## config.mk

```make
export PLATFORM = sky130hd
export DESIGN_NAME = adc_interface_flat
export DESIGN_NICKNAME = d
export VERILOG_FILES = /design/src/rtl/adc_interface_if.sv /design/src/rtl/adc_interface.sv /design/src/flat_wrapper.sv
export SDC_FILE = /design/constraint.sdc
export NUM_CORES = 1
export LEC_CHECK = 0
export CORE_MARGIN = 3
export CORE_UTILIZATION = 47
export DETAILED_ROUTE_END_ITERATION = 6
export PLACE_DENSITY = 0.73
export SKIP_CTS_REPAIR_TIMING = 1
export SYNTH_ARGS = -nofsm -noshare
export SYNTH_HDL_FRONTEND = slang
export SYNTH_SLANG_ARGS = --single-unit
```

## constraint.sdc

```tcl
create_clock -name sck -period 1.67 [get_ports sck]
set_input_delay 0.167 -clock sck [delete_from_list [all_inputs] [get_ports sck]]
set_output_delay 0.167 -clock sck [all_outputs]
set_load 0.02 [all_outputs]
```

## src/rtl/adc_interface_if.sv

```systemverilog
// Pin-level bundle between the SPI ADC read-out controller and its neighbours:
// serial data from the converter, chip select, and the parallel sample/strobe pair.
interface adc_interface_if #(
    parameter int DATA_W = 12
) ();
    logic              mosi;
    logic              cs_n;
    logic [DATA_W-1:0] data_o;
    logic              valid_o;

    modport master (
        input  mosi,
        output cs_n,
        output data_o,
        output valid_o
    );

    modport slave (
        output mosi,
        input  cs_n,
        input  data_o,
        input  valid_o
    );
endinterface

```

## src/rtl/adc_interface.sv

```systemverilog
// Free-running SPI master that frames a 12-bit ADC read-out and strobes the parallel word.
// Build option ADC_DATA_HOLD_EN: when defined, data_o keeps the last word between strobes.
module adc_interface #(
    parameter int DATA_W    = 12,
    parameter int LEAD_BITS = 1,
    parameter int FRAME_LEN = 16,
    parameter int IDLE_LEN  = 2
) (
    input  logic            sck,
    input  logic            rst,
    adc_interface_if.master adc
);
    localparam int CNT_MAX = (FRAME_LEN > IDLE_LEN) ? FRAME_LEN : IDLE_LEN;
    localparam int CNT_W   = $clog2(CNT_MAX + 1);

    localparam logic [CNT_W-1:0] FIRST_BIT = CNT_W'(LEAD_BITS + 1);
    localparam logic [CNT_W-1:0] LAST_BIT  = CNT_W'(LEAD_BITS + DATA_W);
    localparam logic [CNT_W-1:0] FRAME_END = CNT_W'(FRAME_LEN);
    localparam logic [CNT_W-1:0] IDLE_END  = CNT_W'(IDLE_LEN - 1);

    typedef enum logic {
        ST_IDLE,
        ST_CONV
    } state_t;

    state_t            state_reg;
    logic [CNT_W-1:0]  cnt_reg;
    logic              cs_n_reg;
    logic [DATA_W-1:0] sr_reg;
    logic [DATA_W-1:0] data_reg;
    logic              valid_reg;

    logic [CNT_W-1:0]  k_next;
    logic [DATA_W-1:0] sample_next;
    logic              in_data;

    // In CONV cnt_reg holds the bit index of the previous edge, so k_next is
    // the index of the edge currently being taken.
    assign k_next  = cnt_reg + CNT_W'(1);
    assign in_data = (k_next >= FIRST_BIT) && (k_next <= LAST_BIT);

    assign sample_next[0] = adc.mosi;
    generate
        for (genvar gi = 1; gi < DATA_W; gi++) begin : g_shift
            assign sample_next[gi] = sr_reg[gi-1];
        end
    endgenerate

    always_ff @(posedge sck) begin
        if (!rst) begin
            state_reg <= ST_IDLE;
            cnt_reg   <= '0;
            cs_n_reg  <= 1'b1;
            sr_reg    <= '0;
            data_reg  <= '0;
            valid_reg <= 1'b0;
        end else begin
            valid_reg <= 1'b0;
`ifndef ADC_DATA_HOLD_EN
            data_reg  <= '0;
`endif
            case (state_reg)
                ST_IDLE: begin
                    if (cnt_reg == IDLE_END) begin
                        state_reg <= ST_CONV;
                        cnt_reg   <= '0;
                        cs_n_reg  <= 1'b0;
                    end else begin
                        cnt_reg <= cnt_reg + CNT_W'(1);
                    end
                end
                ST_CONV: begin
                    if (in_data) begin
                        sr_reg <= sample_next;
                    end
                    // The LSB is taken straight from the pin so the word lands
                    // on the same edge that samples it.
                    if (k_next == LAST_BIT) begin
                        data_reg  <= sample_next;
                        valid_reg <= 1'b1;
                    end
                    if (k_next == FRAME_END) begin
                        state_reg <= ST_IDLE;
                        cnt_reg   <= '0;
                        cs_n_reg  <= 1'b1;
                    end else begin
                        cnt_reg <= k_next;
                    end
                end
                default: begin
                    state_reg <= ST_IDLE;
                    cnt_reg   <= '0;
                    cs_n_reg  <= 1'b1;
                end
            endcase
        end
    end

    assign adc.cs_n    = cs_n_reg;
    assign adc.data_o  = data_reg;
    assign adc.valid_o = valid_reg;

endmodule

```

## src/flat_wrapper.sv

```systemverilog
// flat-port wrapper written by rule: the top's interface ports become plain ports
module adc_interface_flat 
#(
    parameter int DATA_W    = 12,
    parameter int LEAD_BITS = 1,
    parameter int FRAME_LEN = 16,
    parameter int IDLE_LEN  = 2
)
  (sck, rst, adc_mosi, adc_cs_n, adc_data_o, adc_valid_o);
  adc_interface_if #(.DATA_W(DATA_W)) adc_i ();
  input  logic sck;
  input  logic rst;
  input wire logic [$bits(adc_i.mosi)-1:0] adc_mosi;
  output wire logic [$bits(adc_i.cs_n)-1:0] adc_cs_n;
  output wire logic [$bits(adc_i.data_o)-1:0] adc_data_o;
  output wire logic [$bits(adc_i.valid_o)-1:0] adc_valid_o;
  assign adc_i.mosi = adc_mosi;
  assign adc_cs_n = adc_i.cs_n;
  assign adc_data_o = adc_i.data_o;
  assign adc_valid_o = adc_i.valid_o;
  adc_interface #(.DATA_W(DATA_W), .LEAD_BITS(LEAD_BITS), .FRAME_LEN(FRAME_LEN), .IDLE_LEN(IDLE_LEN)) u_core (.sck(sck), .rst(rst), .adc(adc_i));
endmodule
```

# --- After elaboration in Yosys (flattened, before gate mapping) ---
# Index checks and enable logic that the tools add are counted.
# W data, S select, Z words.
word_totals:
  ff_bits: 31
  latchBits: 0
  ram_bits: 0
  rom_bits: 0
  in_bits: 3
  output_inout_bits: 14
  elab_cells: 30
  mem_count: 0
op_classes:
  addsub: 1
  multipliers: 0
  n_div: 0
  magnitude_cmp: 2
  n_eq_ne: 5
  n_shift: 0
  mux: 10
  bitwise: 1
  n_reduce_logical: 5
ops:
  columns: ["operator", "count"]
  rows:
  - ["$mux W5", 2]
  - ["$pmux W5 S2", 1]
  - ["$reduce_and A2 Y1", 3]
  - ["$add A5 B1 Y5 const B", 1]
  - ["$eq A5 B1 Y1 const B", 1]
  - ["$eq A5 B4 Y1 const B", 1]
  - ["$eq A5 B5 Y1 const B", 1]
  - ["$ge A5 B2 Y1 const B", 1]
  - ["$le A5 B4 Y1 const B", 1]
  - ["$mux W1", 5]
  - ["$pmux W1 S2", 2]
  - ["$reduce_and A3 Y1", 1]
  - ["$ne A2 B1 Y1 const B", 1]
  - ["$ne A2 B2 Y1 const B", 1]
  - ["$logic_and A1 B1 Y1", 1]
  - ["$not A1 Y1", 1]

# --- Logic depth before layout (Yosys ltp) ---
depth:
  word_depth: 4
  ltp_mapped: 8
  mapped_depth_nobuf: 6

# --- Worst setup path before layout ---
# No wires, ideal clock.
synth_path:
  path_kind: "register to register"
  from: "register u_core.cnt_reg[0]"
  to: "register u_core.sr_reg[10]"
  setup_ns: 0.120
  t_arrival_ns: 1.524
  t_required_ns: 1.550
  setup_slack_ns: 0.026
  path_stages_with_launch: 9
  n_path_buf: 2
  period_less_slack_ns: 1.644
  cell_sequence: "dfxtp_1 -> ha_1 -> buf_6 -> nand2b_4 -> o21ai_2 -> a21oi_2 -> o2111a_2 -> buf_6 -> mux2i_1"
synth_via:
  elab_chain_cells: 4
  word_cells_on_any_way: 5
  classes_between: "add/sub: 1; order compare: 2; reduce/logical: 2"
synth_rtl:
  columns: ["element", "line_no", "source"]
  rows:
  - ["from (decl)", "adc_interface.sv:27", "logic [CNT_W-1:0] cnt_reg;"]
  - ["from (signal assigned)", "adc_interface.sv:69", "cnt_reg <= cnt_reg + CNT_W'(1);"]
  - ["from (signal assigned)", "adc_interface.sv:87", "cnt_reg <= k_next;"]
  - ["$add A5 B1 Y5 *", "adc_interface.sv:39", "assign k_next = cnt_reg + CNT_W'(1);"]
  - ["$ge A5 B2 Y1 or $le A5 B4 Y1 (tied branches)", "adc_interface.sv:40", "assign in_data = (k_next >= FIRST_BIT) && (k_next <= LAST_BIT);"]
  - ["$logic_and A1 B1 Y1 *", "adc_interface.sv:40", null]
  - ["$reduce_and A2 Y1 (no line) *", null, null]
  - ["to (signal assigned)", "adc_interface.sv:74", "sr_reg <= sample_next;"]
  - ["to (decl)", "adc_interface.sv:29", "logic [DATA_W-1:0] sr_reg;"]
# Every way passes the cells marked *; elsewhere a longest branch is shown, timed or not.
# A chain may end at the register's enable or synchronous reset.

# --- Final worst setup path ---
layout_path:
  from: "register u_core.cnt_reg[0]"
  to: "register u_core.sr_reg[2]"
# The elaborated chain is that of the path after synthesis.

==> summary.txt <==
Global routing
  • GR Overflow Total: 0
  • Pin count of the biggest net entering global routing: 14
  • Initial antenna violation count: 0
  • Vias in the first global route: 855
  • First-pass GRT wire length: between 3000 and 4000 um
  • Global-route usage over all layers: 15.5%

Detailed routing
  • ANT nets after route: 0
  • Initial drt markers: 28
  • First-pass DRT Iterations: 5
  • Total wire length: 2290 um
  • Post-route DRC: 0
  • Avg Vias per Cell: 5.11
  • Routed via count: 895
  • WL/cell: ~13 um

Setup path
  • Worst path slowest cell: dfxtp_4
  • R2r startpoint: u_core.cnt_reg[0]
  • CP max stage delay: 370 ps
  • Worst setup EP type: register
  • Crit path launch: u_core.cnt_reg[0]
  • Critical Path Source Type: register
  • Crit Path Category: reg -> reg
  • CP required: 1920 ps
  • Critical Path AT: 1930 ps
  • CP max FO: 9
  • Crit path cell chain: ha_4 > nand2b_4 > o21ai_2 > a21oi_2 > o2111a_2 > clkbuf_16 > mux2i_1

Layout
  • Largest register FFs: 12
  • Multi-input gate area: ~570 um2
  • Final Util: 67.0%
  • Fill count: 187
  • Area grow syn2layout: 28.5%
  • Finished Cell Area: approximately 0.0016 mm2
  • Share of cells above drive strength 1: 21.8%
  • Antenna cell count: 0
  • FF/Latch Area: around 630 um2
  • Final net count: 152

STA
  • Fmax: slightly below 600 MHz
  • Setup Skew: 6.75 ps
  • Max-slew violation count: 0
  • Final setup fails: 1
  • Final worst slack: -8.60 ps
  • Worst slew pin tran: 324 ps
  • RSZ-0062 raised after global routing: yes
  • Hold Slack: 426 ps
  • Fin crit period: 1680 ps
  • Final hold violations: 0
  • Worst slew margin: between 70% and 80%
  • Final Cycle Share: 101%

Status
  • Failing checks: negative setup slack
  • Status: finished with violations

Placement
  • Placed inst area: 0.00145 mm2
  • IO Port Bufs: 16
  • DP Worst Slack: -134 ps
  • DP HPWL: 1550 um
  • Final GP Congestion: 0.876

Logic synthesis
  • Number of synthesized register bits: 31
  • Synth Cell Area: 0.00122 mm2
  • Syn Nets: 126
  • YS warnings: 0
  • Syn avg cell area: 10.2 um2
  • Sequential fraction of the synthesis area: 50.9%
  • Synth Instances: 120
  • Synth unique cells: 28

Worst hold path
  • HP Start: adc_mosi
  • Type of the tightest min-delay check: in -> reg

Clock network
  • Clock Latency Late Sink: 330 ps
  • Bufs on Longest Clock Path: 2
  • CTS tree: yes
  • Clock Sinks: 31
  • Total CTS buffers: 5
  • Clk slew on worst S/H paths: 90 ps
  • Clock root cell: clkbuf_4
  • Htree depth: 2

Power
  • Max VDD drop: 0.768 mV
  • Power per cell area: 968 mW/mm2
  • Static Leak: 0.000590 uW
  • Total power: 1520 uW

Floorplanning
  • Chip Width: roughly 57 um
  • Core Footprint: 0.00234 mm2
  • Die Y: 56.9 um
  • I/O pins: 17
  • Site Rows: 17
  • Die ar.: 0.00324 mm2
  • Initial Util: 52.1%

Job
  • Max Cap Violations: 0
==> stage by stage <==
step	std cells	setup TNS, ps
CTS	174	-2560
finish	175	-8.60
global route	175	-582
floorplan	120	0
global placement	166	-197
detailed placement	166	-1810
==> cells in the final DEF, fill, tap and decap left out, types with 3 or more instances in the layout <==
cell type        netlist  final
and2_1                15     14
nand2_1               18     18
clkdlybuf4s50_1        0     16
buf_4                  0      8
dfxtp_2                0      3
nand3_1                5      5
clkbuf_4               0      5
nor2_1                 3      3
dfxtp_1               31     27
mux2i_1               12     12
==> Yosys cell counts <==
cell | n | area share [%]
dfxtp_1 | 31 | 51
nand2_1 | 18 | 5.5
and2_1 | 15 | 7.7
mux2i_1 | 12 | 9.9
nand3_1 | 5 | 2.1
buf_2 | 3 | 1.2
buf_6 | 3 | 2.8
ha_1 | 3 | 3.1
inv_1 | 3 | 0.92
nor2_1 | 3 | 0.92
clkbuf_1 | 2 | 0.62
nand2b_1 | 2 | 1.0
nand4_1 | 2 | 1.0
nor2b_1 | 2 | 1.0
o21bai_1 | 2 | 1.2
xor2_1 | 2 | 1.4
a211oi_1 | 1 | 0.62
a21boi_0 | 1 | 0.62
a21oi_1 | 1 | 0.41
a21oi_2 | 1 | 0.72
nand2b_4 | 1 | 1.1
nand3_2 | 1 | 0.82
nor3_2 | 1 | 0.82
nor4_1 | 1 | 0.51
o2111a_2 | 1 | 1.0
o2111ai_1 | 1 | 0.72
o21ai_2 | 1 | 0.72
o22ai_1 | 1 | 0.51
==> final timing paths <==
path	end	slack, ps	cells after the start
setup / recovery	u_core.sr_reg[2]	-9	7
hold / removal	u_core.sr_reg[0]	430	3
setup reg to reg	u_core.sr_reg[2]	-9	7
hold reg to reg	u_core.adc.data_o[4]	460	1
==> area by class of cell <==
class,count,area share (%)
clock buffers,7,2.88
inverters,3,0.719
multi-input cells,78,36.1
flip-flops and latches,31,40.1
repair buffers,27,17.7
well taps,28,2.24
clock inverters,1,0.319
==> worst max-delay path: cells and delay by family, from the launching register on <==
kind,cells,cell delay [ps]
simple gates,1,150
flops,1,370
fa+ha+maj,1,190
buf+inv,1,160
mux,1,200
compound gates,3,520
==> power by group <==
group | internal (uW) | switching (uW)
Sequential | 768 | 27.3
Combinational | 173 | 146
Clock | 164 | 238
Total | 1110 | 412
==> per-layer routing <==
metal | up-vias | GRT usage, % | part of all wire (%)
met5 | - | 0 | 0
met4 | 0 | 6.95 | 2.0
met3 | 5 | 7.59 | 7.0
met2 | 32 | 23.2 | 48
met1 | 410 | 18.8 | 43
li1 | 448 | - | -
==> kinds of logic after synthesis <==
kind of cell	after synthesis	synth area share [%]
and+or+nand+nor	51	22.6
DFF	31	50.9
muxes	12	9.86
buffers and inverters	11	5.54
AOI/OAI and AO/OA	10	6.57
adders and majority gates	3	3.08
xor gates and xnor gates	2	1.44
(Power assumes the default switching activity.)
